File: src/rtl/action_decoder_if.sv
// Button/action bus between the user switch bank, the decoder and the stats stage.
// The slave modport is the decoder's view; master is the driving environment.
interface action_decoder_if;
  logic [7:0] buttons;
  logic       act_ready;
  logic       act_valid;
  logic [2:0] act_code;
  logic       busy;
  logic [5:0] pressed;

  modport slave  (input buttons, act_ready, output act_valid, act_code, busy, pressed);
  modport master (output buttons, act_ready, input act_valid, act_code, busy, pressed);
endinterface

File: src/rtl/action_decoder.sv
// Debounces six user buttons, latches presses as pending requests and offers them
// one at a time over a valid/ready handshake, followed by a cooldown window.
module debounce_lane #(
  parameter logic [15:0] DEBOUNCE_CYCLES = 16'd50_000
) (
  input  logic clk,
  input  logic reset,
  input  logic raw_i,
  output logic pressed_o,
  output logic rise_o
);
  logic [1:0]  sync_q;
  logic [15:0] cnt_q, cnt_d;
  logic        pressed_q, pressed_d;

  always_comb begin
    cnt_d     = cnt_q;
    pressed_d = pressed_q;
    if (sync_q[1] == pressed_q) begin
      cnt_d = '0;
    end else if ({1'b0, cnt_q} + 17'd1 >= {1'b0, DEBOUNCE_CYCLES}) begin
      pressed_d = ~pressed_q;
      cnt_d     = '0;
    end else begin
      cnt_d = cnt_q + 16'd1;
    end
  end

  always_ff @(posedge clk or posedge reset) begin
    if (reset) begin
      sync_q    <= '0;
      cnt_q     <= '0;
      pressed_q <= 1'b0;
    end else begin
      sync_q    <= {sync_q[0], raw_i};
      cnt_q     <= cnt_d;
      pressed_q <= pressed_d;
    end
  end

  assign pressed_o = pressed_q;
  // Pending is registered on the same edge the debounced level rises.
  assign rise_o    = pressed_d & ~pressed_q;
endmodule

module action_decoder #(
  parameter logic [15:0] DEBOUNCE_CYCLES = 16'd50_000,
  parameter logic [23:0] COOLDOWN_CYCLES = 24'd10_000_000
) (
  input  logic              clk,
  input  logic              reset,
  action_decoder_if.slave   bus
);
  typedef enum logic [1:0] {IDLE, OFFER, COOLDOWN} state_e;

  state_e      state_q, state_d;
  logic [5:0]  pending_q, pending_d;
  logic [2:0]  code_q, code_d;
  logic [23:0] cool_q, cool_d;
  logic [5:0]  pressed, rise, clr_mask;
  logic [2:0]  sel;
  logic        unused_hi;

  assign unused_hi = ^bus.buttons[7:6];

  for (genvar g = 0; g < 6; g++) begin : g_lane
    debounce_lane #(.DEBOUNCE_CYCLES(DEBOUNCE_CYCLES)) u_lane (
      .clk       (clk),
      .reset     (reset),
      .raw_i     (bus.buttons[g]),
      .pressed_o (pressed[g]),
      .rise_o    (rise[g])
    );
  end

  // Fixed priority: lowest set index wins.
  always_comb begin
    sel = 3'd0;
    for (int i = 5; i >= 0; i--)
      if (pending_q[i]) sel = 3'(i);
  end

  always_comb begin
    state_d  = state_q;
    code_d   = code_q;
    cool_d   = cool_q;
    clr_mask = '0;
    unique case (state_q)
      IDLE: begin
        if (|pending_q) begin
          state_d  = OFFER;
          code_d   = sel;
          clr_mask = 6'b1 << sel;
        end
      end
      OFFER: begin
        if (bus.act_ready) begin
          if (COOLDOWN_CYCLES == 24'd0) begin
            state_d = IDLE;
          end else begin
            state_d = COOLDOWN;
            cool_d  = COOLDOWN_CYCLES;
          end
        end
      end
      COOLDOWN: begin
        if (cool_q != 24'd0) cool_d = cool_q - 24'd1;
        if (cool_q <= 24'd1) state_d = IDLE;
      end
      default: state_d = IDLE;
    endcase
    // A fresh press beats the clear of the bit being issued.
    pending_d = (pending_q & ~clr_mask) | rise;
  end

  always_ff @(posedge clk or posedge reset) begin
    if (reset) begin
      state_q   <= IDLE;
      pending_q <= '0;
      code_q    <= '0;
      cool_q    <= '0;
    end else begin
      state_q   <= state_d;
      pending_q <= pending_d;
      code_q    <= code_d;
      cool_q    <= cool_d;
    end
  end

  assign bus.act_valid = (state_q == OFFER);
  assign bus.act_code  = code_q;
  assign bus.busy      = (state_q == COOLDOWN);
  assign bus.pressed   = pressed;
endmodule

File: src/flat_wrapper.sv
// flat-port wrapper written by rule: the top's interface ports become plain ports
module action_decoder_flat 
#(
  parameter logic [15:0] DEBOUNCE_CYCLES = 16'd50_000,
  parameter logic [23:0] COOLDOWN_CYCLES = 24'd10_000_000
)
  (clk, reset, bus_buttons, bus_act_ready, bus_act_valid, bus_act_code, bus_busy, bus_pressed);
  action_decoder_if bus_i ();
  input  logic clk;
  input  logic reset;
  input wire logic [$bits(bus_i.buttons)-1:0] bus_buttons;
  input wire logic [$bits(bus_i.act_ready)-1:0] bus_act_ready;
  output wire logic [$bits(bus_i.act_valid)-1:0] bus_act_valid;
  output wire logic [$bits(bus_i.act_code)-1:0] bus_act_code;
  output wire logic [$bits(bus_i.busy)-1:0] bus_busy;
  output wire logic [$bits(bus_i.pressed)-1:0] bus_pressed;
  assign bus_i.buttons = bus_buttons;
  assign bus_i.act_ready = bus_act_ready;
  assign bus_act_valid = bus_i.act_valid;
  assign bus_act_code = bus_i.act_code;
  assign bus_busy = bus_i.busy;
  assign bus_pressed = bus_i.pressed;
  action_decoder #(.DEBOUNCE_CYCLES(DEBOUNCE_CYCLES), .COOLDOWN_CYCLES(COOLDOWN_CYCLES)) u_core (.clk(clk), .reset(reset), .bus(bus_i));
endmodule
File: config.mk
export PLATFORM = sky130hd
export DESIGN_NAME = action_decoder_flat
export DESIGN_NICKNAME = d
export VERILOG_FILES = /design/src/rtl/action_decoder_if.sv /design/src/rtl/action_decoder.sv /design/src/flat_wrapper.sv
export SDC_FILE = /design/constraint.sdc
export NUM_CORES = 1
export LEC_CHECK = 0
export CAP_MARGIN = 20
export CORE_ASPECT_RATIO = 0.5
export CORE_MARGIN = 10
export CORE_UTILIZATION = 60
export CTS_CLUSTER_SIZE = 10
export DETAILED_ROUTE_END_ITERATION = 6
export DONT_BUFFER_PORTS = 1
export GPL_TIMING_DRIVEN = 0
export HOLD_SLACK_MARGIN = 0.12
export PLACE_DENSITY_LB_ADDON = 0.2
export SLEW_MARGIN = 20
export SYNTH_ARGS = -nofsm -noshare
export SYNTH_HDL_FRONTEND = slang
export SYNTH_SLANG_ARGS = --single-unit
File: constraint.sdc
create_clock -name clk -period 7.5 [get_ports clk]
set_input_delay 0.75 -clock clk [delete_from_list [all_inputs] [get_ports clk]]
set_output_delay 0.75 -clock clk [all_outputs]
set_load 0.005 [all_outputs]
==> results of run 1 <==
## layout make-up
class	instances	area (um2)	area share, %
multi-input cells	660	4220	46.6
repair buffers	1	27.5	0.304
clock buffers	20	437	4.82
flip-flops and latches	149	3730	41.2
inverters	20	82.6	0.912
plain buffers	41	216	2.39
clock inverters	11	128	1.41
well taps	176	220	2.43
## worst min path at each step
stage | to | cells past startpoint | slack [ps] | startpoint
after CTS | u_core.cool_q[14]$_DFFE_PP0P_ | 1 | 190 | reset
final | u_core.cool_q[2]$_DFFE_PP0P_ | 1 | 180 | reset
after global placement | u_core.g_lane[5].u_lane.sync_q[1]$_DFF_PP0_ | 0 | 330 | u_core.g_lane[5].u_lane.sync_q[0]$_DFF_PP0_
after global routing | u_core.cool_q[16]$_DFFE_PP0P_ | 1 | 200 | reset
after floorplan | u_core.g_lane[0].u_lane.sync_q[1]$_DFF_PP0_ | 0 | 330 | u_core.g_lane[0].u_lane.sync_q[0]$_DFF_PP0_
after detailed placement | u_core.g_lane[2].u_lane.sync_q[1]$_DFF_PP0_ | 0 | 340 | u_core.g_lane[2].u_lane.sync_q[0]$_DFF_PP0_
## flip-flops by register name, indices dropped and copies added, names as in the netlist
register	count
u_core.bus.act_code	3
u_core.g_lane.u_lane.cnt_q	96
u_core.pending_q	6
u_core.g_lane.u_lane.sync_q	12
u_core.g_lane.u_lane.pressed_o	6
u_core.cool_q	24
u_core.state_q	2
## power by group
| part | switching (W) | leakage (nW) | internal (W) | total [W] |
|---|---|---|---|---|
| clock network | 0.000349 | 0.267 | 0.000490 | 0.000839 |
| logic | 0.0000382 | 1.59 | 0.0000159 | 0.0000541 |
| registers | 0.0000132 | 1.94 | 0.000815 | 0.000828 |
## stage by stage
stage / instances / cell area, um2 / total power (W)
3_3_place_gp: 1046 / 8460 / 0.000894
3_5_place_dp: 1047 / 8490 / 0.000898
6_report: 1078 / 9060 / 0.00172
4_1_cts: 1078 / 9060 / 0.00174
2_1_floorplan: 870 / 8240 / 0.000881
5_1_grt: 1078 / 9060 / 0.00178
## kinds of logic after synthesis
kind of cell | count (synthesis) | synth area share, %
AND/OR/NAND/NOR | 416 | 26.6
flip-flops | 149 | 45.3
AO/OA/AOI/OAI | 111 | 9.52
XOR/XNOR | 104 | 11.1
buffers and inverters | 61 | 3.54
multiplexers | 16 | 2.04
adder cells (fa/ha/maj) | 13 | 1.97
## placed cells by master (no fill, tap or decap), types with 4 or more instances in the layout
master / instances
and2_1: 5
clkbuf_1: 18
o21ai_0: 21
o211ai_1: 5
buf_2: 17
inv_1: 19
nand3_1: 49
nor2_4: 8
a21oi_1: 19
nor2b_1: 8
o22ai_1: 6
nor3_1: 25
nand2b_1: 10
dfrtp_1: 149
or4_1: 4
xor2_1: 49
or3_1: 5
buf_4: 6
nand2_1: 69
and3_1: 32
clkbuf_16: 17
mux2_2: 4
ha_1: 13
nor3_2: 4
mux2i_1: 10
nor2_1: 127
o31ai_1: 7
nand4_1: 19
a31oi_1: 9
nor3b_1: 5
xnor2_1: 55
nor4b_1: 4
nand4b_1: 6
nor4_1: 10
and4_1: 6
## per-layer routing
metal	share of wire, %	routed length [um]
met1	48	7900
met4	1.1	178
met5	0	0
met3	3.6	599
met2	47	7790
## critical path, stage by stage, from the launching register on
cell and delay, ps:
dfrtp_1 400, ha_1 160, clkbuf_1 290, nand3_1 180, nor4_1 470, mux2i_1 240
o21ai_1 90, o22ai_1 400, nand2_1 300, clkbuf_1 300, nor2_1 170
==> summary.md, run 1 <==
| Metric | Value |
|---|---|
| TritonCTS buffer count | 17 |
| Post-synth top cells | dfrtp_1, nor2_1, nand2_1 |
| Cell with the most instances after synthesis | dfrtp_1 |
| Root Driver | clkbuf_16 |
| Post-synth top area cell | dfrtp_1 |
| Number of synthesized flops with an enable pin | 0 |
| Initial Util | 61.1% |
| CP endpoint kind | flop |
| Slew Limit Fails | 0 |
| PostCTS Resize Cnt | 0 |
| Worst setup margin | 4420 ps |
| H-tree Lvls | 4 |
| Clk_lat worst skew | 420 ps |
| Max-cap violations | 0 |
| Synth Register Bits | 149 |
| N_diodes | 0 |
| Cells after Synth | 870 |
| Reg-to-reg slack, setup | 4420 ps |
| CTS Hold Bufs | 0 |
| Pwr/cell area | 190 nW/um2 |
| Met3 GRT Util | 4.26% |
| Core Rows | 30 |
| CP max FO | 10 |
| GPL Wtd Cong | 0.878 |
| Max Freq | 324 MHz |
| Startpoint types | flop |
| Critical R2R Capture | u_core.g_lane[5].u_lane.cnt_q[7]$_DFF_PP0_ |
| RSZ-0062 raised after global routing | false |
| Largest net degree at the start of global routing | 99 |
| Worst min-delay path category | primary input to asynchronous set/reset pin |
| Fillers | 1046 |
| Routed Antenna Nets | 0 |
| Post-Route Setup TNS | 0 ps |
| Die Y | 103 um |
| Post-synthesis sequential area ratio | 45.3% |
| Leak | 3.80 nW |
| Met1 Usage GRT | 23.8% |
| GRT Util Overall | 18.2% |
| CTS clk-pin slew, worst paths | 60 ps |
| Via-to-Cell Ratio | 5.80 |
| Vias in the first global route | 6069 |
| Drt drc | 0 |
| Worst clock skew | 10.1 ps |
| Worst R2R Path Depth | 10 |
| Synth Net Count | 894 |
| Crit. Startpoint | u_core.g_lane[5].u_lane.cnt_q[0]$_DFF_PP0_ |
| Syn-to-layout area delta | 9.95% |
| DP Wirelength | 11000 um |
| Slew Limit Headroom | 52.4% |
| Worst setup path end | u_core.g_lane[5].u_lane.cnt_q[7]$_DFF_PP0_ |
| Final Cycle Share | 41.1% |
| Layout cells sized above 1 | 9.53% |
| Data required, critical path | 7840 ps |
| Ranking of synthesized cells by area | dfrtp_1, xnor2_1, nor2_1, xor2_1, nand2_1 |
| First-pass GRT wire length | 28600 um |
| Final nets | 914 |
| CTS tree | built |
| Hold Vio Cnt, Final | 0 |
| Fin crit period | 3080 ps |
| Setup Viol. Count Final | 0 |
| Yosys top cell area share | 45.3% |
| Die W | 186 um |
| Core Util, Final | 67.2% |
| Setup bufs post-CTS | 0 |
| Reg-to-Reg Start | u_core.g_lane[5].u_lane.cnt_q[0]$_DFF_PP0_ |
| Synthesis Warnings | 0 |
| Post-Syn Area | 8240 um2 |
| Dpl ws | 4450 ps |
| Starting DRC count in detailed routing | 405 |
| Count of input and output buffers | 0 |
| Synth unique cells | 80 |
| Hold WS | 181 ps |
| GR Overflow Total | 0 |
| Asr flop ratio synth | 100% |
| Core ar. | 13500 um2 |
| IO Pins | 22 |
| Grt peak-use layer | met2 |
| VDD IR-drop max | 0.155 mV |
| Measured slew at the worst slew-check pin | 708 ps |
| Antenna violations before repair | 0 |
| Max clock buf depth | 2 |
| Ys flop type | dfrtp_1 |
| Final WL | 16500 um |
| Crit Path Class | flop to flop |
| WL per Instance | 15.3 um |
| Die area | 19100 um2 |
| Post-Syn Area per Cell | 9.47 um2 |
| M2 GR Usage | 29.9% |
| Critical path arrival | 3420 ps |
| Num Clock Sinks | 149 |
| Via Count | 6251 |
| Status | finished, final reports clean |
| DRT Pass-1 Iters | 5 |
(Power assumes the default switching activity.)
==> run 2: changes to the inputs <==
--- a/config.mk
+++ b/config.mk
@@ -8,7 +8,7 @@
 export CAP_MARGIN = 20
 export CORE_ASPECT_RATIO = 0.5
 export CORE_MARGIN = 10
-export CORE_UTILIZATION = 60
+export CORE_UTILIZATION = 58
 export CTS_CLUSTER_SIZE = 10
 export DETAILED_ROUTE_END_ITERATION = 6
 export DONT_BUFFER_PORTS = 1
==> constraint.sdc (replaced) <==
create_clock -name clk -period 2.69 [get_ports clk]
set_input_delay 0.269 -clock clk [delete_from_list [all_inputs] [get_ports clk]]
set_output_delay 0.269 -clock clk [all_outputs]
set_load 0.005 [all_outputs]
==> summary.md, run 2 (synthesis results as in run 1) <==
| Metric | Value |
|---|---|
| Pwr/cell area | 525 nW/um2 |
| CP endpoint kind | flop |
| Num Clock Sinks | 149 |
| Count of input and output buffers | 0 |
| Worst Path Buf+Inv | 2 |
| CP Cell Sequence | nand4_1 -> nor3_4 -> mux2i_1 -> a22oi_1 -> o41a_1 -> or3_1 -> buf_2 -> buf_12 -> nor2_4 |
| Top Metal Used | met4 |
| Worst setup margin | 15.2 ps |
| DRT Pass-1 Iters | 5 |
| CTS clk-pin slew, worst paths | 60 ps |
| WL per Instance | 15.6 um |
| Max reg flops | 96 |
| Via-to-Cell Ratio | 5.79 |
| Cell at the slowest stage of the critical path | dfrtp_2 |
| Largest regs | u_core.g_lane.u_lane.cnt_q (96), u_core.cool_q (24), u_core.g_lane.u_lane.sync_q (12) |
| Measured slew at the worst slew-check pin | 707 ps |
| IO Pins | 22 |
| CTS tree | built |
| Fin crit period | 2670 ps |
| Syn-to-layout area delta | 16.1% |
| Status | finished, final reports clean |
| Slew Limit Fails | 0 |
| Worst clock skew | 8.60 ps |
| Die area | 19700 um2 |
| Core Rows | 30 |
| Critical path arrival | 3030 ps |
| Startpoint types | flop |
| Crit Path Class | flop to flop |
| Starting DRC count in detailed routing | 512 |
| DP Wirelength | 11600 um |
| Vias in the first global route | 6313 |
| GR Overflow Total | 0 |
| First-pass GRT wire length | 30300 um |
| Met2 wire length | 8380 um |
| Commonest non-fill, non-tap cell in the layout | dfrtp_1 |
| H-tree Lvls | 4 |
| Core Util, Final | 69.6% |
| Via Count | 6443 |
| GRT Util Overall | 17.9% |
| Data required, critical path | 3040 ps |
| Final WL | 17400 um |
| CP delay by family, top | simple AND/OR/NAND/NOR gates |
| Initial Util | 60.0% |
| Die W | 189 um |
| Clk_lat worst skew | 420 ps |
| M1 WL | 8110 um |
| Largest Register | u_core.g_lane.u_lane.cnt_q |
| Max clock buf depth | 2 |
| Max Freq | 374 MHz |
| Drt drc | 0 |
| Leak | 4.03 nW |
| Biggest cell delay along the critical path | 450 ps |
| Largest net degree at the start of global routing | 34 |
| Met3 WL post-DR | 656 um |
| Layout cells sized above 1 | 14.3% |
| Root Driver | clkbuf_16 |
| Worst min-delay path category | primary input to flop |
| GPL Wtd Cong | 0.891 |
| Die Y | 104 um |
| VDD IR-drop max | 0.393 mV |
| CP max FO | 10 |
| Antenna violations before repair | 0 |
| Slew Limit Headroom | 52.4% |
| Final nets | 933 |
| Setup Viol. Count Final | 0 |
| Max-cap violations | 0 |
| N_diodes | 0 |
| TritonCTS buffer count | 17 |
| Post-DP Area | 8600 um2 |
| Commonest cells after routing, fill and taps aside | dfrtp_1, nor2_1, nand2_1 |
| Dpl ws | -279 ps |
| Final Cycle Share | 99.4% |
| Core ar. | 13700 um2 |
| Hold Vio Cnt, Final | 0 |
| Finished Cell Area | 9560 um2 |
| Routed Antenna Nets | 0 |
==> run 2: cell types whose count changed in the layout (fill, tap and decap cells not counted), sizes merged <==
| cell | delta |
|---|---|
| bufinv | +2 |
| clkbuf | -5 |
| dlygate4sd3 | +8 |
| clkinv | +1 |
| buf | +15 |
| inv | -1 |
| clkinvlp | -1 |
==> run 2: worst min-delay path: cells and delay by family <==
kind,cells,cell delay [ps]
and+or+nand+nor,2,190
AOI/OAI and AO/OA,1,70
==> run 2: path summary, 6_finish.rpt <==
path                       slack, ps                                          end                                   startpoint  depth (start not counted)
max in group asynchronous       1360   u_core.g_lane[0].u_lane.cnt_q[1]$_DFF_PP0_                                        reset                          5
min in group asynchronous        370   u_core.g_lane[4].u_lane.cnt_q[3]$_DFF_PP0_                                        reset                          2
hold / removal                   160                 u_core.cool_q[1]$_DFFE_PP0P_                                bus_act_ready                          3
hold reg to reg                  350  u_core.g_lane[1].u_lane.sync_q[1]$_DFF_PP0_  u_core.g_lane[1].u_lane.sync_q[0]$_DFF_PP0_                          0
setup / recovery                  20   u_core.g_lane[0].u_lane.cnt_q[5]$_DFF_PP0_   u_core.g_lane[0].u_lane.cnt_q[2]$_DFF_PP0_                          9
setup reg to reg                  20   u_core.g_lane[0].u_lane.cnt_q[5]$_DFF_PP0_   u_core.g_lane[0].u_lane.cnt_q[2]$_DFF_PP0_                          9
==> run 2: layer usage <==
layer	global-route usage, %	up-vias
met5	0	-
met2	29.0	137
met4	4.67	0
li1	-	3142
met1	23.7	3141
met3	3.95	23
==> run 2: what timing repair did <==
action                                 4_1_cts  5_1_grt
pin swaps                                    0        8
gates resized for setup                     17       28
setup buffers                                0       11
setup endpoints to repair                   64       72
hold buffers                                 8        0
endpoints found under the hold margin       49        0
==> run 2: per-stage QoR <==
stage          std cells  hold WS, ps  total power, W  TNS, ps
4_1_cts             1105          153         0.00505        0
2_1_floorplan        870          300         0.00246        0
6_report            1113          159         0.00502        0
5_1_grt             1113          181         0.00520     -932
3_5_place_dp        1067          207         0.00252    -5860
3_3_place_gp        1062          301         0.00250   -38510
==> run 2: area by class of cell <==
| type | count | area [um2] |
|---|---|---|
| Buffer | 37 | 213 |
| Tap cell | 192 | 240 |
| Inverter | 20 | 78.8 |
| Fill cell | 1029 | 4180 |
| Timing Repair Buffer | 24 | 278 |
| Multi-Input combinational cell | 660 | 4390 |
| Clock buffer | 19 | 443 |
| Sequential cell | 149 | 3740 |
| Clock inverter | 12 | 178 |
==> run 2: report_power, final <==
part | total [W] | switching, W | internal, W
Combinational | 0.000186 | 0.000115 | 0.0000712
Clock | 0.00252 | 0.000939 | 0.00158
Sequential | 0.00232 | 0.0000426 | 0.00227
Total | 0.00502 | 0.00110 | 0.00392
